### src/rtl/crd_drop.sv
// crd_drop: removes outer coordinates whose inner fiber is empty.
// The inner stream passes through unchanged. Each output has its own FIFO.

// Small FIFO; pop is applied before push, so a full FIFO can accept
// a new token in the same cycle it is popped.
module crd_drop_fifo #(
    parameter int unsigned W     = 17,
    parameter int unsigned DEPTH = 2,
    parameter int unsigned AW    = (DEPTH > 1) ? $clog2(DEPTH) : 1,
    parameter int unsigned CW    = AW + 1
) (
    input  logic          clk,
    input  logic          rst_n,
    input  logic          i_push,
    input  logic          i_pop,
    input  logic [W-1:0]  i_data,
    output logic [W-1:0]  o_head,
    output logic [CW-1:0] o_count
);
    logic [W-1:0]  r_mem [DEPTH];
    logic [AW-1:0] r_wr;
    logic [AW-1:0] r_rd;
    logic [CW-1:0] r_cnt;

    // Storage, pointers and occupancy; pointers wrap naturally at DEPTH.
    always_ff @(posedge clk) begin
        if (!rst_n) begin
            r_wr  <= '0;
            r_rd  <= '0;
            r_cnt <= '0;
            for (int unsigned i = 0; i < DEPTH; i++) begin
                r_mem[i] <= '0;
            end
        end else begin
            if (i_push) begin
                r_mem[r_wr] <= i_data;
                r_wr        <= r_wr + AW'(1);
            end
            if (i_pop) begin
                r_rd <= r_rd + AW'(1);
            end
            case ({i_push, i_pop})
                2'b10:   r_cnt <= r_cnt + CW'(1);
                2'b01:   r_cnt <= r_cnt - CW'(1);
                default: r_cnt <= r_cnt;
            endcase
        end
    end

    assign o_head  = r_mem[r_rd];
    assign o_count = r_cnt;
endmodule

module crd_drop #(
    parameter int unsigned DATA_W     = 16,
    parameter int unsigned FIFO_DEPTH = 2
) (
    input  logic          clk,
    input  logic          rst_n,
    input  logic          clk_en,
    input  logic          tile_en,
    input  logic          drop_en,
    input  logic [DATA_W:0] crd_in_0,
    input  logic          crd_in_0_valid,
    output logic          crd_in_0_ready,
    input  logic [DATA_W:0] crd_in_1,
    input  logic          crd_in_1_valid,
    output logic          crd_in_1_ready,
    output logic [DATA_W:0] crd_out_0,
    output logic          crd_out_0_valid,
    input  logic          crd_out_0_ready,
    output logic [DATA_W:0] crd_out_1,
    output logic          crd_out_1_valid,
    input  logic          crd_out_1_ready
);
    localparam int unsigned AW = (FIFO_DEPTH > 1) ? $clog2(FIFO_DEPTH) : 1;
    localparam int unsigned CW = AW + 1;
    localparam logic [CW-1:0] DEPTH_C = CW'(FIFO_DEPTH);
    localparam logic [DATA_W:0] TOK_DONE = {1'b1, DATA_W'(16'h0100)};

    typedef enum logic [1:0] {
        ST_FETCH,
        ST_FIBER,
        ST_DONE
    } state_t;

    state_t        r_state;
    state_t        w_state_nx;
    logic [DATA_W:0] r_hold;
    logic [DATA_W:0] w_hold_nx;
    logic          r_has;
    logic          w_has_nx;

    logic          w_act;
    logic          w_push0;
    logic          w_push1;
    logic [DATA_W:0] w_push1_data;
    logic          w_pop0;
    logic          w_pop1;
    logic [DATA_W:0] w_head0;
    logic [DATA_W:0] w_head1;
    logic [CW-1:0] w_cnt0;
    logic [CW-1:0] w_cnt1;
    logic          w_ne0;
    logic          w_ne1;
    logic          w_sp0;
    logic          w_sp1;
    logic          w_rdy0;
    logic          w_rdy1;
    logic          w_in0_data;
    logic          w_in0_done;
    logic          w_in1_data;
    logic          w_in1_done;

    assign w_act      = rst_n & tile_en;
    assign w_in0_data = ~crd_in_0[DATA_W];
    assign w_in0_done = (crd_in_0 == TOK_DONE);
    assign w_in1_data = ~crd_in_1[DATA_W];
    assign w_in1_done = (crd_in_1 == TOK_DONE);

    assign w_ne0  = (w_cnt0 != '0);
    assign w_ne1  = (w_cnt1 != '0);
    assign w_pop0 = w_act & clk_en & w_ne0 & crd_out_0_ready;
    assign w_pop1 = w_act & clk_en & w_ne1 & crd_out_1_ready;
    // Space counts a same-cycle pop so a full FIFO keeps full rate.
    assign w_sp0  = (w_cnt0 < DEPTH_C) | w_pop0;
    assign w_sp1  = (w_cnt1 < DEPTH_C) | w_pop1;

    crd_drop_fifo #(.W(DATA_W + 1), .DEPTH(FIFO_DEPTH)) u_fifo0 (
        .clk     (clk),
        .rst_n   (rst_n),
        .i_push  (w_push0),
        .i_pop   (w_pop0),
        .i_data  (crd_in_0),
        .o_head  (w_head0),
        .o_count (w_cnt0)
    );

    crd_drop_fifo #(.W(DATA_W + 1), .DEPTH(FIFO_DEPTH)) u_fifo1 (
        .clk     (clk),
        .rst_n   (rst_n),
        .i_push  (w_push1),
        .i_pop   (w_pop1),
        .i_data  (w_push1_data),
        .o_head  (w_head1),
        .o_count (w_cnt1)
    );

    // State, held coordinate and fiber-has-data flag; frozen when gated.
    always_ff @(posedge clk) begin
        if (!rst_n) begin
            r_state <= ST_FETCH;
            r_hold  <= '0;
            r_has   <= 1'b0;
        end else if (clk_en && tile_en) begin
            r_state <= w_state_nx;
            r_hold  <= w_hold_nx;
            r_has   <= w_has_nx;
        end
    end

    // Next state, port readies and FIFO pushes.
    always_comb begin
        w_state_nx   = r_state;
        w_hold_nx    = r_hold;
        w_has_nx     = r_has;
        w_rdy0       = 1'b0;
        w_rdy1       = 1'b0;
        w_push0      = 1'b0;
        w_push1      = 1'b0;
        w_push1_data = crd_in_1;
        case (r_state)
            ST_FETCH: begin
                w_rdy1 = w_act & w_sp1;
                if (w_rdy1 && crd_in_1_valid && clk_en) begin
                    if (w_in1_data) begin
                        w_hold_nx  = crd_in_1;
                        w_has_nx   = 1'b0;
                        w_state_nx = ST_FIBER;
                    end else if (w_in1_done) begin
                        w_state_nx = ST_DONE;
                    end else begin
                        w_push1 = 1'b1;
                    end
                end
            end
            ST_FIBER: begin
                w_rdy0 = w_act & w_sp0 & ~w_in0_done & (w_in0_data | w_sp1);
                if (w_rdy0 && crd_in_0_valid && clk_en) begin
                    w_push0 = 1'b1;
                    if (w_in0_data) begin
                        w_has_nx = 1'b1;
                    end else begin
                        w_push1      = r_has | ~drop_en;
                        w_push1_data = r_hold;
                        w_state_nx   = ST_FETCH;
                    end
                end
            end
            ST_DONE: begin
                w_rdy0 = w_act & w_sp0 & w_sp1;
                if (w_rdy0 && crd_in_0_valid && clk_en) begin
                    w_push0 = 1'b1;
                    if (w_in0_done) begin
                        w_push1      = 1'b1;
                        w_push1_data = TOK_DONE;
                        w_state_nx   = ST_FETCH;
                    end
                end
            end
            default: begin
                w_state_nx = ST_FETCH;
            end
        endcase
    end

    assign crd_in_0_ready  = w_rdy0;
    assign crd_in_1_ready  = w_rdy1;
    assign crd_out_0_valid = w_act & w_ne0;
    assign crd_out_1_valid = w_act & w_ne1;
    assign crd_out_0       = rst_n ? w_head0 : '0;
    assign crd_out_1       = rst_n ? w_head1 : '0;
endmodule

### config.mk
export PLATFORM = sky130hd
export DESIGN_NAME = crd_drop
export DESIGN_NICKNAME = d
export VERILOG_FILES = /design/src/rtl/crd_drop.sv
export SDC_FILE = /design/constraint.sdc
export NUM_CORES = 1
export LEC_CHECK = 0
export CAP_MARGIN = 25
export CORE_MARGIN = 1.5
export CORE_UTILIZATION = 35
export DETAILED_ROUTE_END_ITERATION = 16
export SLEW_MARGIN = 20
export SYNTH_ARGS = -nofsm -noshare
export SYNTH_HDL_FRONTEND = slang
export SYNTH_HIERARCHICAL = 1
export SYNTH_SLANG_ARGS = --single-unit
### constraint.sdc
create_clock -name clk -period 2.75 [get_ports clk]
set_input_delay 0.4125 -clock clk [delete_from_list [all_inputs] [get_ports clk]]
set_output_delay 0.4125 -clock clk [all_outputs]
set_load 0.005 [all_outputs]
==> results.ini <==
[logic_synthesis]
yosysSeqAreaShare_pct=52.56
synth_xor_area_share_pct=1.053
syn_area_mm2=0.004990
yosysMostFrequentCell=nor2_1
ys_seq_elements=97
async_reset_ff_share_pct=0
synth_compound_area_share_pct=7.071
postSynthAreaPerCell_um2=10.78
synthMuxAreaShare_pct=11.28
synthAdderAreaFrac_pct=1.505
yosysTopAreaCell=edfxtp_1
synth_cell_type_count=50
syn_inst=463
synth_nets=512
synth_top_family_by_area=simple AND/OR/NAND/NOR gates
synth_top_area_share_pct=40.92
synth_enable_flop_cells=68
ys.flop_type=edfxtp_1
yosysWarnings=6
synthTopCellsByArea=edfxtp_1 (41%), dfxtp_1 (12%), mux2_2 (7.7%)
synth_common_cells=nor2_1 (76), edfxtp_1 (68), nand2_1 (55)
synth-simple-area-share_pct=22.92

[route]
finalWirelength_um=11860
vias=3798
viasPerCell=4.844
route.detailed.drc=0
drt_pass1_iterations=5
wl_per_cell_um=15.12
antenna_left=0
drt-initial-drc-count=123

[pwr]
power.internal_mw=2.480
p_switching_mw=0.7013
ir_drop_uv=402.2
p_sw_share_pct=22.04
power_density_mw_per_mm2=467.5
finalPower_mw=3.181
leakagePower_nw=2.584
power_frac_comb_pct=10.4
p_seq_share_pct=50.3
p_clk_share_pct=39.2

[worst_setup_path]
path_common_cell=clkdlybuf4s50_1
critPathMaxStageDelay_ps=460
crit_slowest_cell=clkdlybuf4s50_1
worstPathArrival_ps=2270
path_cells=clkdlybuf4s50_1 -> nor4_4 -> nand3_2 -> o211a_1 -> a21boi_2 -> nor2b_1 -> clkdlybuf4s50_1
critPathCaptureType=output pin
cp-start-kind=primary input
crit_path_max_fanout=3
required_ps=2340
worstSetupPathType=in -> out

[timing]
hold_slack_ps=464.3
max_slew.worst_pin.slew_ps=699.8
slew_headroom_pct=53.35
max_clock_freq_mhz=372.7
period_minus_slack_ps=2683
setup_violations=0
slew_viol_final=0
finalHoldViolations=0
finalClockSkew_ps=6.581
fin_crit_sh_pct=97.57

[clock_tree]
cts_root_buf=clkbuf_16
path_clk_slew_ps=60
numCtsBuffers=9
cts_tree=yes
cts_hold_buffers=0
insertion_delay_ps=340
clockBufferDepth=2
clock-sinks=97
htreeDepth=3

[final_layout]
utilization_pct=49.03
area_growth_pct=36.38
finalInstanceArea_mm2=0.006805
final_nets=648
antennaDiodeCount=0
layout-drive-gt1-share_pct=22.68

[grt]
grt_pass1_vias=3790
antenna_found_initial=0
groute.usage.overall_pct=16.32
grt-ovfl-total=0
grt_pass1_wl_um=18780
grt_max_degree=85

[floorplanning]
row_count=43
core_mm2=0.01388
dieHeight_um=122.4
dieWidth_um=122.4
dieArea_mm2=0.01498
io_pins=81
start_util_pct=35.95

[job]
maxCapViolations=0

[placed_design]
detailedPlacementHpwl_um=8489
globalplace.congestion=0.8244
place_area_mm2=0.006422
portBuffers=80

[worst_hold_path]
holdCritPathClass=in -> reg

[run_status]
status=completed

flip-flops by register name (all words and copies together), names as in the netlist, named ones only:
register,cells
r_has,1
u_fifo0/r_wr,1
u_fifo1/r_mem,34
r_state,2
r_hold,16
u_fifo0/r_rd,1
u_fifo1/r_rd,1
u_fifo0/o_count,2
u_fifo0/r_mem,34
u_fifo1/r_wr,1
u_fifo1/o_count,2
worst paths after layout:
path           startpoint                    to  slack (ps)  depth (start not counted)
max           crd_in_0[0]        crd_in_0_ready          70                          7
min          crd_in_0[14]  u_fifo0/r_mem[1][14]         460                          3
max reg2reg    r_state[0]    u_fifo1/o_count[1]         300                         11
min reg2reg  u_fifo1/r_wr          u_fifo1/r_wr         480                          2
kinds of logic (layout without fill, tap and decap cells):
| family | after synthesis | after routing |
|---|---|---|
| compound gates | 43 | 43 |
| xor+xnor | 6 | 6 |
| fa+ha+maj | 6 | 6 |
| buf+inv | 32 | 173 |
| flops | 97 | 97 |
| mux | 52 | 52 |
| simple gates | 227 | 227 |
power by group through the flow:
stage	sequential, mW	clock, mW	combinational [mW]
after detailed placement	1.63	0	0.328
final	1.60	1.25	0.332
after global placement	1.63	0	0.326
after CTS	1.60	1.27	0.335
after floorplan	1.63	0	0.126
after global routing	1.60	1.33	0.361
metrics by stage:
step	setup WS, ps	cells	TNS, ps
after global placement	-166.4	765	-6980
after detailed placement	-196.4	765	-11190
final	66.89	784	0
after floorplan	246.9	463	0
after global routing	-6.985	784	-6.985
after CTS	23.43	782	0
timing repair:
action                                  CTS  global route
resized for setup                         8             8
pin swaps                                 2             7
setup buffers                             1             2
endpoints found under the setup margin    1            20
gates cloned                              0             0
cell usage in the layout (no fill, tap or decap), drive strengths merged, types with 2 or more instances in the layout:
master         instances
a21boi                 7
a21oi                  4
a22o                  15
and2                  41
and3                   3
and4                   2
buf                   72
clkbuf                 9
clkdlybuf4s50         71
clkinv                 5
dfxtp                 29
dlymetal6s2s           7
edfxtp                68
ha                     6
inv                    7
mux2                  34
mux2i                 18
nand2                 55
nand2b                 2
nand3                  7
nor2                  76
nor2b                 21
nor3                   3
nor4                   6
nor4b                  6
o211a                  2
o21ai                  4
o41ai                  2
or3                    2
xnor2                  4
xor2                   2
critical path: cells and delay by family:
family	cells	cell delay, ps
compound gates	2	420
simple gates	3	530
buf+inv	2	900
final cells by class:
| class | count | area, µm² |
|---|---|---|
| tap | 180 | 225.2 |
| sequential | 97 | 2623 |
| clock buffer | 9 | 225.2 |
| inverter | 6 | 22.52 |
| timing repair buffer | 151 | 1395 |
| multi-input combinational | 334 | 2245 |
| clock inverter | 7 | 70.07 |
| fill | 1276 | 7076 |
metal layers:
metal / vias up / global-route usage, % / part of all wire, %
li1: 1894 / - / -
met1: 1808 / 21.42 / 47
met2: 82 / 26.96 / 48
met3: 14 / 3.346 / 3.6
met4: 0 / 5.378 / 1.7
met5: - / 0 / 0
Note: power is estimated with default switching activity, not from simulation.
